## config.mk

```make
export PLATFORM = sky130hd
export DESIGN_NAME = unified_mem_arbiter
export DESIGN_NICKNAME = d
export VERILOG_FILES = /design/src/rtl/mem_arb_pkg.sv /design/src/rtl/arb_starve_ctr.sv /design/src/rtl/unified_mem_arbiter.sv
export SDC_FILE = /design/constraint.sdc
export NUM_CORES = 1
export LEC_CHECK = 0
export ABC_AREA = 1
export BUFFER_PORTS_ARGS = -buffer_cell sky130_fd_sc_hd__buf_2
export CORE_AREA = 2 2 77 79
export DETAILED_ROUTE_END_ITERATION = 10
export DIE_AREA = 0 0 79 81
export PLACE_DENSITY = 0.67
export SLEW_MARGIN = 0
export SYNTH_ARGS = -nofsm -noshare
export SYNTH_HDL_FRONTEND = slang
export SYNTH_SLANG_ARGS = --single-unit
```

## constraint.sdc

```tcl
create_clock -name clk_i -period 3.4 [get_ports clk_i]
set_input_delay 0.17 -clock clk_i [delete_from_list [all_inputs] [get_ports clk_i]]
set_output_delay 0.17 -clock clk_i [all_outputs]
set_load 0.01 [all_outputs]
```

## src/rtl/mem_arb_pkg.sv

```systemverilog
`default_nettype none
// ============================================================================
// Module      : mem_arb_pkg
// Description : Shared types and helpers for the unified memory arbiter.
// Revision    : 1.0 - initial release
// ============================================================================
package mem_arb_pkg;

    typedef enum logic [1:0] {
        RSP_NONE  = 2'd0,
        RSP_INSTR = 2'd1,
        RSP_DRD   = 2'd2,
        RSP_DWR   = 2'd3
    } rsp_owner_e;

    // Byte address to RAM word index; callers truncate to their RAM depth.
    function automatic logic [31:0] byte_to_word(input logic [31:0] byte_addr);
        return byte_addr >> 2;
    endfunction

endpackage
`default_nettype wire

```

## src/rtl/arb_starve_ctr.sv

```systemverilog
`default_nettype none
// ============================================================================
// Module      : arb_starve_ctr
// Description : Saturating count of consecutive cycles a pending fetch lost.
// Revision    : 1.0 - initial release
// ============================================================================
module arb_starve_ctr #(
    parameter int MaxIStarve = 4
) (
    input  logic clk_i,
    input  logic rst_i,
    input  logic ireq_valid_i,
    input  logic igrant_i,
    output logic force_instr_o
);

    localparam int c_cnt_w = $clog2(MaxIStarve + 1);
    localparam logic [c_cnt_w-1:0] c_cnt_max = c_cnt_w'(MaxIStarve);

    logic [c_cnt_w-1:0] r_starve_cnt;

    always_ff @(posedge clk_i) begin
        if (rst_i) begin
            r_starve_cnt <= '0;
        end else if (!ireq_valid_i || igrant_i) begin
            r_starve_cnt <= '0;
        end else if (r_starve_cnt != c_cnt_max) begin
            r_starve_cnt <= r_starve_cnt + 1'b1;
        end
    end

    assign force_instr_o = (r_starve_cnt == c_cnt_max);

endmodule
`default_nettype wire

```

## src/rtl/unified_mem_arbiter.sv

```systemverilog
`default_nettype none
// ============================================================================
// Module      : unified_mem_arbiter
// Description : Shares one single-port RAM between fetch and data requesters.
// Revision    : 1.0 - initial release
// ============================================================================
module unified_mem_arbiter
    import mem_arb_pkg::*;
#(
    parameter int XLen       = 32,
    parameter int AddrWidth  = 10,
    parameter int MaxIStarve = 4
) (
    input  logic                 clk_i,
    input  logic                 rst_i,
    input  logic                 ireq_valid_i,
    output logic                 ireq_ready_o,
    input  logic [AddrWidth-1:0] ireq_addr_i,
    output logic                 irsp_valid_o,
    output logic [XLen-1:0]      irsp_rdata_o,
    input  logic                 dreq_valid_i,
    output logic                 dreq_ready_o,
    input  logic [AddrWidth-1:0] dreq_addr_i,
    input  logic                 dreq_we_i,
    input  logic [XLen-1:0]      dreq_wdata_i,
    output logic                 drsp_valid_o,
    output logic [XLen-1:0]      drsp_rdata_o,
    output logic [AddrWidth-3:0] mem_addr_o,
    output logic                 mem_we_o,
    output logic [XLen-1:0]      mem_wdata_o,
    input  logic [XLen-1:0]      mem_rdata_i
);

    logic                 w_force_instr;
    logic                 w_igrant;
    logic                 w_dgrant;
    logic [AddrWidth-1:0] w_addr_sel;
    rsp_owner_e           r_rsp_q;
    rsp_owner_e           w_rsp_d;

    arb_starve_ctr #(
        .MaxIStarve (MaxIStarve)
    ) u_starve_ctr (
        .clk_i         (clk_i),
        .rst_i         (rst_i),
        .ireq_valid_i  (ireq_valid_i),
        .igrant_i      (w_igrant),
        .force_instr_o (w_force_instr)
    );

    // Data wins by default; fetch wins when alone or once it has starved.
    always_comb begin
        w_igrant = 1'b0;
        w_dgrant = 1'b0;
        if (!rst_i) begin
            w_igrant = ireq_valid_i && (!dreq_valid_i || w_force_instr);
            w_dgrant = dreq_valid_i && !w_igrant;
        end
    end

    assign ireq_ready_o = w_igrant;
    assign dreq_ready_o = w_dgrant;

    always_comb begin
        w_addr_sel = '0;
        if (w_igrant) begin
            w_addr_sel = ireq_addr_i;
        end else if (w_dgrant) begin
            w_addr_sel = dreq_addr_i;
        end
    end

    assign mem_addr_o  = (AddrWidth-2)'(byte_to_word(32'(w_addr_sel)));
    assign mem_we_o    = w_dgrant && dreq_we_i;
    assign mem_wdata_o = dreq_wdata_i;

    always_comb begin
        w_rsp_d = RSP_NONE;
        if (w_igrant) begin
            w_rsp_d = RSP_INSTR;
        end else if (w_dgrant) begin
            w_rsp_d = dreq_we_i ? RSP_DWR : RSP_DRD;
        end
    end

    always_ff @(posedge clk_i) begin
        if (rst_i) begin
            r_rsp_q <= RSP_NONE;
        end else begin
            r_rsp_q <= w_rsp_d;
        end
    end

    // Gating with rst_i drops a response that would land in a reset cycle.
    assign irsp_valid_o = !rst_i && (r_rsp_q == RSP_INSTR);
    assign drsp_valid_o = !rst_i && ((r_rsp_q == RSP_DRD) || (r_rsp_q == RSP_DWR));
    assign irsp_rdata_o = irsp_valid_o ? mem_rdata_i : '0;
    assign drsp_rdata_o = (!rst_i && (r_rsp_q == RSP_DRD)) ? mem_rdata_i : '0;

endmodule
`default_nettype wire

```

## After elaboration in Yosys (flattened, before gate mapping)

Cells that the tools add are included.

| operators by class | value |
|---|---|
| equal/unequal tests | 5 |
| multiplexer cells | 9 |
| reduce and logical (&&, ||, !) cells | 15 |
| bitwise operators | 1 |
| $add $sub $neg | 1 |

Operators by type and width:

| operator | number |
|---|---|
| $mux W32 | 2 |
| $mux W10 | 2 |
| $logic_and A1 B1 Y1 | 6 |
| $mux W1 | 5 |
| $eq A2 B2 Y1 const B | 2 |
| $logic_not A1 Y1 | 4 |
| $add A3 B1 Y3 const B | 1 |
| $eq A3 B3 Y1 const B | 1 |
| $logic_or A1 B1 Y1 | 3 |
| $ne A3 B3 Y1 const B | 1 |
| $reduce_or A3 Y1 | 1 |
| $eq A2 B1 Y1 const B | 1 |
| $reduce_or A2 Y1 | 1 |
| $not A1 Y1 | 1 |

| storage, ports and cells | value |
|---|---|
| bits of input ports | 89 |
| register bits | 5 |

## Logic depth before layout (Yosys ltp)

Gate-level depths: netlist of the first run.

| logic depth | value |
|---|---|
| depth in word-level cells | 8 |
| gate-level depth with buffers | 8 |
| depth with buffers taken out | 7 |

## By module

Synthesis of the first run repeated with hierarchy kept, for this count alone.

| unflattened totals | value |
|---|---|
| cell total of the unflattened synthesis | 210 |
| area, all modules | 1133.6 µm² |

Modules (own cells, without submodules):

| module | sequential area each (µm²) | area each (µm²) | times used | cells an instance |
|---|---|---|---|---|
| unified_mem_arbiter | 40.0 | 952.2 | 1 | 182 |
| arb_starve_ctr | 60.1 | 181.4 | 1 | 28 |

## Least setup slack after synthesis of the first run

No wires, ideal clock.

| timing path | value |
|---|---|
| path kind | flip-flop to output port |
| from | reg u_starve_ctr.r_starve_cnt[0] |
| to | out dreq_ready_o |
| arrival | 1067 ps |
| data required time | 3230 ps |
| setup slack | 2163 ps |
| buffers on the path | 0 |
| cell stages (with the launch flop) | 8 |
| cell sequence | dfxtp_1 inv_1 ha_1 nand2_1 nand2_2 nand2_2 inv_1 nor2_1 |

| on the way | value |
|---|---|
| longest elaborated chain between the ends | 6 |

Ends and longest elaborated chain:

| what | RTL line | text |
|---|---|---|
| start, declared | arb_starve_ctr.sv:20 | `logic [c_cnt_w-1:0] r_starve_cnt;` |
| start signal, assigned | arb_starve_ctr.sv:28 | `r_starve_cnt <= r_starve_cnt + 1'b1;` |
| $eq A3 B3 Y1 | arb_starve_ctr.sv:32 | `assign force_instr_o = (r_starve_cnt == c_cnt_max);` |
| $logic_or A1 B1 Y1 | unified_mem_arbiter.sv:56 | `w_igrant = ireq_valid_i && (!dreq_valid_i \|\| w_force_instr);` |
| $logic_and A1 B1 Y1 | unified_mem_arbiter.sv:56 |  |
| $logic_not A1 Y1 | unified_mem_arbiter.sv:57 | `w_dgrant = dreq_valid_i && !w_igrant;` |
| $logic_and A1 B1 Y1 | unified_mem_arbiter.sv:57 |  |
| $mux W1 | unified_mem_arbiter.sv:55 | `if (!rst_i) begin` |
| end, declared | unified_mem_arbiter.sv:22 | `output logic dreq_ready_o,` |

Every way passes these cells.

## Worst setup path after layout of the first run

Ends and elaborated chain as after synthesis.

==> results of run 1 <==
## sequential cells by signal, indices dropped and copies added, names as in the netlist
register / flops
r_rsp_q: 2
u_starve_ctr.r_starve_cnt: 3
## worst max-delay path, delay by kind of cell, from the launching register on
kind | cells | cell delay [ns]
adder cells (fa/ha/maj) | 1 | 0.18
buffers and inverters | 3 | 0.27
flip-flops | 1 | 0.35
AND/OR/NAND/NOR | 4 | 0.56
## logic make-up after synthesis
logic type               share of synthesized area [%]
buffers and inverters                             44.6
adder cells (fa/ha/maj)                           2.30
flip-flops                                        9.21
AO/OA/AOI/OAI                                    0.460
XOR/XNOR                                         0.806
AND/OR/NAND/NOR                                   42.6
## stage by stage
stage	power (mW)	hold slack (ns)
2_1_floorplan	0.169	0.299
3_3_place_gp	0.185	0.340
3_5_place_dp	0.186	0.340
4_1_cts	0.298	0.189
5_1_grt	0.316	0.217
6_report	0.292	0.184
## area by class of cell
type,count,area share (%)
clock buffer,4,2.90
multi-input combinational,111,32.3
sequential,5,6.45
tap,75,6.04
timing repair buffer,129,41.6
inverter,44,10.7
## Yosys cell counts (all sizes together)
cell,count,area (um^2)
ha,2,25.0
nand3,17,97.6
buf,39,319
clkinv,1,5.00
o21ai,1,5.00
nor2,71,282
dfxtp,5,100
xnor2,1,8.76
nand2,19,83.8
inv,43,161
## power breakdown
part,internal [mW],switching (mW),leakage [nW]
Clock,0.0804,0.0280,0.0228
Combinational,0.0517,0.0697,1.12
Sequential,0.0612,0.00147,0.0409
Total,0.193,0.0992,1.18
## worst min path at each step
stage / startpoint / cells past startpoint / endpoint
floorplan: dreq_we_i / 2 / r_rsp_q[0]
global placement: dreq_wdata_i[16] / 0 / mem_wdata_o[16]
detailed placement: dreq_wdata_i[16] / 0 / mem_wdata_o[16]
CTS: dreq_we_i / 3 / r_rsp_q[0]
global route: dreq_we_i / 3 / r_rsp_q[0]
finish: dreq_we_i / 3 / r_rsp_q[0]
## cells in the final DEF (no fill, tap or decap), drive strengths merged
cell,count
buf,129
clkbuf,4
clkinv,1
dfxtp,5
ha,2
inv,43
nand2,19
nand3,17
nor2,71
o21ai,1
xnor2,1
## routing by layer
layer | vias to the layer above | wire length [um] | global-route usage (%)
met1 | 574 | 1290 | 10.4
met3 | 4 | 462 | 3.22
li1 | 721 | - | -
met5 | - | 0 | 0
met2 | 109 | 1630 | 18.4
met4 | 0 | 63 | 5.17
==> results.ini, run 1 <==
[worst_setup_path]
crit_chain = inv_1, ha_1, nand2_1, nand2_2, nand2_2, inv_1, nor2_1, buf_2
slowest_delay_ns = 0.35
r2r_slack_ns = 2.10
timing.rr.start = u_starve_ctr.r_starve_cnt[0]
crit_end = dreq_ready_o
arrival_ns = 1.59
worst_path_max_delay_cell = dfxtp_1
setup.worst_path.start = u_starve_ctr.r_starve_cnt[0]
critPathLaunchType = flip-flop
path_max_fanout = 11
crit_path_end_kind = output port
reg2reg_to = r_rsp_q[1]
cp.required_ns = 3.23
crit_type = reg -> out
ff2ff_path_depth = 7

[global_routing]
antenna_found_initial = 0
grt_max_degree = 34
grt_usage_pct = 10.1
grt_overflow = 0
grt_pass1_wl_um = 5060
grt_pass1_vias = 1150

[timing]
min_period_ns = 1.76
fin_ws_ns = 1.64
max_slew.worst_pin.slew_ns = 0.563
rsz0062_at_grt = no
fin_crit_sh_pct = 51.7
setup-tns-final_ns = 0
slew_headroom_pct = 62.4
finClkSkew_ns = 0.00222
max_freq_mhz = 568
setup_violations = 0
final-hold-violation-count = 0
slew_violations = 0

[power]
power-per-cell-area_nw_per_um2 = 188
vdd_drop_max_uv = 154
power.leakage_nw = 1.18

[cells_and_area]
stdcell_area_um2 = 1550
layout-drive-gt1-share_pct = 49.1
fin_util_pct = 27.4
antennaDiodeCount = 0
fin_nets = 385
final-seq-area_um2 = 100
instances_no_fill = 368
fillers = 653
multi_input_area_um2 = 502
area_growth_pct = 42.8

[routing]
totalWireLength_um = 3440
drtIter0Drc = 27
drc = 0
wire_per_inst_um = 9.35
vias_per_cell = 3.83
detail-route-antenna-nets = 0
dr.pass1.iters = 4
vias = 1408

[logic_synthesis]
synth_area_per_cell_um2 = 5.46
ys_ff_latch = 5
synth_nets = 290
synthCells = 199
ys_types = 15
ys.warnings.count = 0
syn-cell-area_um2 = 1090
yosysSeqAreaShare_pct = 9.21

[clocking]
cts_made_buffers = 3
clock_latency_ns = 0.22
cts.sinks = 5
ctsResizeCount = 0
post-cts-setup-buffers = 0
holdBufCountCts = 0
h-tree-depth = 1
cts_buffer_depth = 2
cts_tree = yes
clk_pin_slew_worst_paths_ns = 0.03
root_buffer = clkbuf_8

[status]
status = completed

[die]
row_count = 28
dieArea_um2 = 6400
die_y_um = 81
die_x_um = 79
core_region_area_um2 = 5680
initial_core_util_pct = 19.2
pin_count = 198

[place]
place_area_um2 = 1510
gp_congestion = 0.701
dp_hpwl_um = 2950
post-place-cells = 364
place_ws_ns = 1.84
portBuffers = 129

[hold_path]
hp-class = in -> reg

[run]
drv_cap = 0

Note: power is estimated with default switching activity, not from simulation.
==> run 2, diff against run 1 <==
PLACE_DENSITY = 0.69   (was 0.67)
clock period = 1.6 ns   (was 3.4 ns; I/O delays follow)
==> run 2 against run 1 <==
Non-clock buffer count is 1 higher. Count of clock-buffer cells in the layout stayed put. Critical path depth stayed put. Total power is 110% higher. Core utilization is 0.62 points higher. Critical path type unchanged. Largest power group unchanged.
==> results.ini, run 2 (synthesis results as in run 1) <==
[timing]
final-hold-violation-count = 0  ; unchanged
max_slew.worst_pin.slew_ns = 0.386  ; was 0.563 ns
setup-tns-final_ns = 0  ; unchanged
min_period_ns = 1.48
max_freq_mhz = 675
fin_crit_sh_pct = 92.6
rsz0062_at_grt = no  ; unchanged
slew_violations = 0  ; unchanged
fin_ws_ns = 0.119  ; was 1.64 ns
finClkSkew_ns = 0.00110  ; was 0.00222 ns
setup_violations = 0  ; unchanged
slew_headroom_pct = 74.3  ; was 62.4%

[cells_and_area]
antennaDiodeCount = 0  ; unchanged
mostFrequentLayoutCells = buf_2, nor2_1, inv_1  ; unchanged
largest-register = u_starve_ctr.r_starve_cnt  ; unchanged
multi_input_area_um2 = 526  ; was 502 um^2
fin_nets = 387  ; was 385
fin_util_pct = 28.0  ; was 27.4%
fillers = 647  ; was 653
final_common_cell = buf_2  ; unchanged
reg_top3 = u_starve_ctr.r_starve_cnt (3), r_rsp_q (2)  ; unchanged
layout-drive-gt1-share_pct = 49.8  ; was 49.1%
largest_reg_flops = 3  ; unchanged
area_growth_pct = 46.0  ; was 42.8%
final-seq-area_um2 = 100  ; unchanged

[power]
power.share.clock_pct = 36.4  ; was 37.1%
swShare_pct = 33.9  ; about the same
combPwrFrac_pct = 42.4  ; was 41.5%
vdd_drop_max_uv = 219  ; was 154 uV
power.leakage_nw = 1.20  ; was 1.18 nW
internal_power_mw = 0.415  ; was 0.193 mW
power-per-cell-area_nw_per_um2 = 396  ; was 188 nW/um^2
p_seq_share_pct = 21.2  ; was 21.4%
p_sw_mw = 0.213  ; was 0.0992 mW

[worst_setup_path]
worst_path_max_delay_cell = dfxtp_1  ; unchanged
cp.required_ns = 1.52  ; was 3.23 ns
crit_chain = inv_1, ha_1, nand2_2, nand2_4, buf_6, nand3_1, nand2_1, buf_2  ; was inv_1, ha_1, nand2_1, nand2_2, nand2_2, inv_1, nor2_1, buf_2
crit_type = reg -> out  ; unchanged
path_max_fanout = 9  ; was 11
slowest_delay_ns = 0.34  ; was 0.35 ns
setup.worst_path.start = u_starve_ctr.r_starve_cnt[0]  ; unchanged
arrival_ns = 1.40  ; was 1.59 ns
timing.rr.start = u_starve_ctr.r_starve_cnt[0]  ; unchanged
reg2reg_to = r_rsp_q[0]  ; was r_rsp_q[1]
crit_path_end_kind = output port  ; unchanged
crit_end = mem_addr_o[6]  ; was dreq_ready_o
ff2ff_path_depth = 7  ; unchanged
critPathLaunchType = flip-flop  ; unchanged
r2r_slack_ns = 0.42  ; was 2.10 ns

[place]
dp_hpwl_um = 2710  ; was 2950 um
portBuffers = 129  ; unchanged
place_ws_ns = 0.271  ; was 1.84 ns
gp_congestion = 0.682  ; was 0.701

[die]
initial_core_util_pct = 19.2  ; unchanged
core_region_area_um2 = 5680  ; unchanged
pin_count = 198  ; unchanged
dieArea_um2 = 6400  ; unchanged
die_x_um = 79  ; unchanged
die_y_um = 81  ; unchanged
row_count = 28  ; unchanged

[clocking]
holdBufCountCts = 0  ; unchanged
clk_pin_slew_worst_paths_ns = 0.03  ; about the same
cts_made_buffers = 3  ; unchanged
h-tree-depth = 1  ; unchanged
cts_buffer_depth = 2  ; unchanged
post-cts-setup-buffers = 0  ; unchanged
cts.sinks = 5  ; unchanged
clock_latency_ns = 0.22  ; about the same
root_buffer = clkbuf_8  ; unchanged
cts_tree = yes  ; unchanged

[routing]
totalWireLength_um = 3330  ; was 3440 um
vias = 1416  ; was 1408
drc = 0  ; unchanged
dr.pass1.iters = 4  ; unchanged
wire_per_inst_um = 9.01  ; was 9.35 um
drtIter0Drc = 49  ; was 27
vias_per_cell = 3.83  ; about the same
detail-route-antenna-nets = 0  ; unchanged

[global_routing]
grt_usage_pct = 8.80  ; was 10.1%
grt_overflow = 0  ; unchanged
grt_max_degree = 34  ; unchanged
antenna_found_initial = 0  ; unchanged
grt_pass1_wl_um = 4540  ; was 5060 um
grt_pass1_vias = 1098  ; was 1150

[status]
status = completed  ; unchanged

[run]
drv_cap = 0  ; unchanged

[hold_path]
hp-class = in -> reg  ; unchanged

## run 2: worst min-delay path by stage
stage                                start         endpoint  slack, ns  depth (start not counted)
after floorplan                      rst_i     drsp_valid_o       0.19                          1
after CTS                        dreq_we_i       r_rsp_q[0]       0.08                          3
after detailed placement  dreq_wdata_i[10]  mem_wdata_o[10]       0.16                          0
final                            dreq_we_i       r_rsp_q[0]       0.09                          3
after global placement    dreq_wdata_i[10]  mem_wdata_o[10]       0.16                          0
after global routing             dreq_we_i       r_rsp_q[0]       0.11                          3
## run 2: metrics by stage
stage | total power [mW] | area, um^2 | hold slack [ns] | std cells
6_report | 0.628 | 1590 | 0.0863 | 370
5_1_grt | 0.679 | 1590 | 0.115 | 370
4_1_cts | 0.631 | 1560 | 0.0830 | 369
3_5_place_dp | 0.396 | 1520 | 0.160 | 365
3_3_place_gp | 0.392 | 1520 | 0.160 | 365
2_1_floorplan | 0.359 | 1090 | 0.187 | 199
## run 2: final cells by class
| type | instances | share of cell area, % |
|---|---|---|
| multi-input cells | 112 | 33.1 |
| flip-flops and latches | 5 | 6.30 |
| inverters | 44 | 10.5 |
| well taps | 75 | 5.91 |
| repair buffers | 130 | 41.4 |
| clock buffers | 4 | 2.84 |
## run 2: metal layers
metal  track usage [%]  vias to the layer above  wire, um
met5                 0                        -         0
met4              4.31                        0        44
met3              3.33                        6       500
met2              15.8                      104      1620
met1              9.04                      579      1170
li1                  -                      727         -
## run 2: power by group through the flow
| stage | clock [mW] | sequential [mW] | combinational (mW) |
|---|---|---|---|
| 2_1_floorplan | 0 | 0.135 | 0.224 |
| 3_3_place_gp | 0 | 0.135 | 0.257 |
| 3_5_place_dp | 0 | 0.135 | 0.261 |
| 4_1_cts | 0.236 | 0.133 | 0.262 |
| 5_1_grt | 0.247 | 0.133 | 0.299 |
| 6_report | 0.228 | 0.133 | 0.267 |
## run 2: worst max-delay path: cells and delay by family (launching register included)
kind                       cells  cell delay [ns]
adders and majority gates      1             0.19
DFF                            1             0.34
buffers and inverters          3             0.33
and+or+nand+nor                4             0.31
## run 2: timing repair
| action | in CTS | in global routing |
|---|---|---|
| endpoints found under the setup margin | 0 | 15 |
| endpoints found under the hold margin | 0 | 0 |
| resized for setup | 0 | 5 |
==> run 3, diff against run 2 <==
CELL_PAD_IN_SITES_DETAIL_PLACEMENT = 1   (was not set)
CELL_PAD_IN_SITES_GLOBAL_PLACEMENT = 2   (was not set)
CORE_AREA = not set   (was 2 2 77 79)
CORE_UTILIZATION = 10   (was not set)
DIE_AREA = not set   (was 0 0 79 81)
PLACE_DENSITY = 0.93   (was 0.69)
==> run 3 against run 2 <==
Sequential cell count stayed put. Via count is 3.5% higher. Largest cell class unchanged. Wire length is 19% higher. Clock power is 2% higher. First-iteration DRC count is 18% lower. Critical path depth stayed put. Clock skew hardly changed. Non-clock buffer count is 2 higher. Setup slack better by 0.020 ns. Combinational power hardly changed. Die area is 77% higher.
==> results.ini, run 3 (synthesis results as in run 1) <==
[timing]
setup-tns-final_ns = 0  ; unchanged
rsz0062_at_grt = no  ; unchanged
finClkSkew_ns = 0.00158  ; was 0.00110 ns
slew_headroom_pct = 73.6  ; was 74.3%
setup_violations = 0  ; unchanged
final-hold-violation-count = 0  ; unchanged
min_period_ns = 1.46  ; was 1.48 ns
fin_ws_ns = 0.139  ; was 0.119 ns
max_slew.worst_pin.slew_ns = 0.396  ; was 0.386 ns
slew_violations = 0  ; unchanged
fin_crit_sh_pct = 91.3  ; was 92.6%
max_freq_mhz = 684  ; was 675 MHz

[cells_and_area]
area_growth_pct = 54.2  ; was 46.0%
reg_top3 = u_starve_ctr.r_starve_cnt (3), r_rsp_q (2)  ; unchanged
layout-drive-gt1-share_pct = 50.3  ; was 49.8%
final_common_cell = buf_2  ; unchanged
largest-register = u_starve_ctr.r_starve_cnt  ; unchanged
mostFrequentLayoutCells = buf_2, nor2_1, inv_1  ; unchanged
antennaDiodeCount = 0  ; unchanged
fin_nets = 388  ; was 387
largest_reg_flops = 3  ; unchanged

[hold_path]
min_to = r_rsp_q[0]  ; unchanged
min_from = dreq_we_i  ; unchanged
worstHoldPathCells = 3  ; unchanged
hp-class = in -> reg  ; unchanged

[power]
p_seq_share_pct = 21.0  ; was 21.2%
p_sw_mw = 0.218  ; was 0.213 mW
combPwrFrac_pct = 42.5  ; was 42.4%
vdd_drop_max_uv = 308  ; was 219 uV
power.share.clock_pct = 36.5  ; was 36.4%
power-per-cell-area_nw_per_um2 = 379  ; was 396 nW/um^2
finalPower_mw = 0.636  ; was 0.628 mW
internal_power_mw = 0.417  ; was 0.415 mW
swShare_pct = 34.3  ; was 33.9%
power.leakage_nw = 1.21  ; was 1.20 nW

[worst_setup_path]
path_max_fanout = 10  ; was 9
crit_type = reg -> out  ; unchanged
critPathLaunchType = flip-flop  ; unchanged
r2r_slack_ns = 0.42  ; about the same
crit_path_end_kind = output port  ; unchanged
ff2ff_path_depth = 8  ; was 7
timing.rr.start = u_starve_ctr.r_starve_cnt[1]  ; was u_starve_ctr.r_starve_cnt[0]
reg2reg_to = u_starve_ctr.r_starve_cnt[2]  ; was r_rsp_q[0]
cp.required_ns = 1.52  ; about the same
arrival_ns = 1.38  ; was 1.40 ns

[clocking]
cts_made_buffers = 3  ; unchanged
cts_tree = yes  ; unchanged
holdBufCountCts = 0  ; unchanged
clk_pin_slew_worst_paths_ns = 0.03  ; about the same
cts.sinks = 5  ; unchanged
h-tree-depth = 1  ; unchanged
cts_buffer_depth = 2  ; unchanged
root_buffer = clkbuf_8  ; unchanged
clock_latency_ns = 0.22  ; about the same

[die]
dieArea_um2 = 11300  ; was 6400 um^2
row_count = 37  ; was 28
die_x_um = 106  ; was 79 um
die_y_um = 106  ; was 81 um
initial_core_util_pct = 10.4  ; was 19.2%
pin_count = 198  ; unchanged
core_region_area_um2 = 10400  ; was 5680 um^2

[global_routing]
grt_pass1_wl_um = 6140  ; was 4540 um
grt_pass1_vias = 1411  ; was 1098
grt_usage_pct = 6.64  ; was 8.80%
grt_max_degree = 34  ; unchanged
grt_overflow = 0  ; unchanged
antenna_found_initial = 0  ; unchanged

[routing]
dr.pass1.iters = 4  ; unchanged
drc = 0  ; unchanged
drtIter0Drc = 40  ; was 49
totalWireLength_um = 3960  ; was 3330 um
vias_per_cell = 3.39  ; was 3.83
vias = 1466  ; was 1416
detail-route-antenna-nets = 0  ; unchanged
wire_per_inst_um = 9.18  ; was 9.01 um

[place]
gp_congestion = 0.689  ; was 0.682
dp_hpwl_um = 3340  ; was 2710 um
place_ws_ns = 0.266  ; was 0.271 ns
portBuffers = 129  ; unchanged

[status]
status = completed  ; unchanged

[run]
drv_cap = 0  ; unchanged

## run 3: cell count changes in the layout (fill, tap and decap cells not counted), sizes merged
cell	delta
buf	+2
nand2	-1
## run 3: layout make-up
| cell class | instances | area [um^2] |
|---|---|---|
| Fill cell | 1359 | 8740 |
| Timing Repair Buffer | 132 | 684 |
| Sequential cell | 5 | 101 |
| Multi-Input combinational cell | 111 | 509 |
| Inverter | 44 | 166 |
| Clock buffer | 4 | 45.0 |
| Tap cell | 136 | 170 |
## run 3: worst max-delay path, stage by stage, from the launching register on
cell and delay, ns:
dfxtp_1 0.33, inv_1 0.06, ha_1 0.19, nand2_2 0.08, nand2_2 0.08, buf_6 0.15
nand3_1 0.08, nand2_1 0.05, buf_2 0.13
## run 3: worst max-delay path by stage
stage / startpoint / endpoint / slack, ns / cells after the start
6_report: u_starve_ctr.r_starve_cnt[1] / mem_addr_o[2] / 0.14 / 8
2_1_floorplan: u_starve_ctr.r_starve_cnt[0] / dreq_ready_o / 0.45 / 7
5_1_grt: u_starve_ctr.r_starve_cnt[0] / mem_addr_o[3] / 0.008 / 8
3_3_place_gp: u_starve_ctr.r_starve_cnt[0] / dreq_ready_o / 0.29 / 8
4_1_cts: u_starve_ctr.r_starve_cnt[0] / dreq_ready_o / 0.02 / 8
3_5_place_dp: u_starve_ctr.r_starve_cnt[0] / mem_we_o / 0.27 / 8
## run 3: per-layer routing
layer / routed length [um] / up-vias / global-route usage (%)
met3: 575 / 6 / 2.58
met4: 37 / 0 / 2.48
li1: - / 727 / -
met5: 0 / - / 0
met2: 1910 / 120 / 13.1
met1: 1440 / 613 / 6.01
## run 3: power groups by stage
stage                     combinational [mW]  clock (mW)  sequential [mW]
after floorplan                        0.224           0            0.135
after detailed placement               0.272           0            0.135
after CTS                              0.274       0.242            0.133
after global placement                 0.266           0            0.135
final                                  0.270       0.232            0.134
after global routing                   0.305       0.255            0.134
## run 3: per-stage QoR
step	hold slack, ns	utilization (%)	instances	area, um^2
after floorplan	0.187	-	199	1090
after detailed placement	0.160	15.5	427	1610
after global placement	0.160	15.5	427	1610
after CTS	0.0945	15.9	431	1660
after global routing	0.123	16.1	432	1680
final	0.0898	16.1	432	1680
## run 3: what timing repair did
| action | in CTS | in global routing |
|---|---|---|
| endpoints found under the setup margin | 0 | 11 |
| gates resized for setup | 0 | 4 |
| setup buffers | 0 | 1 |
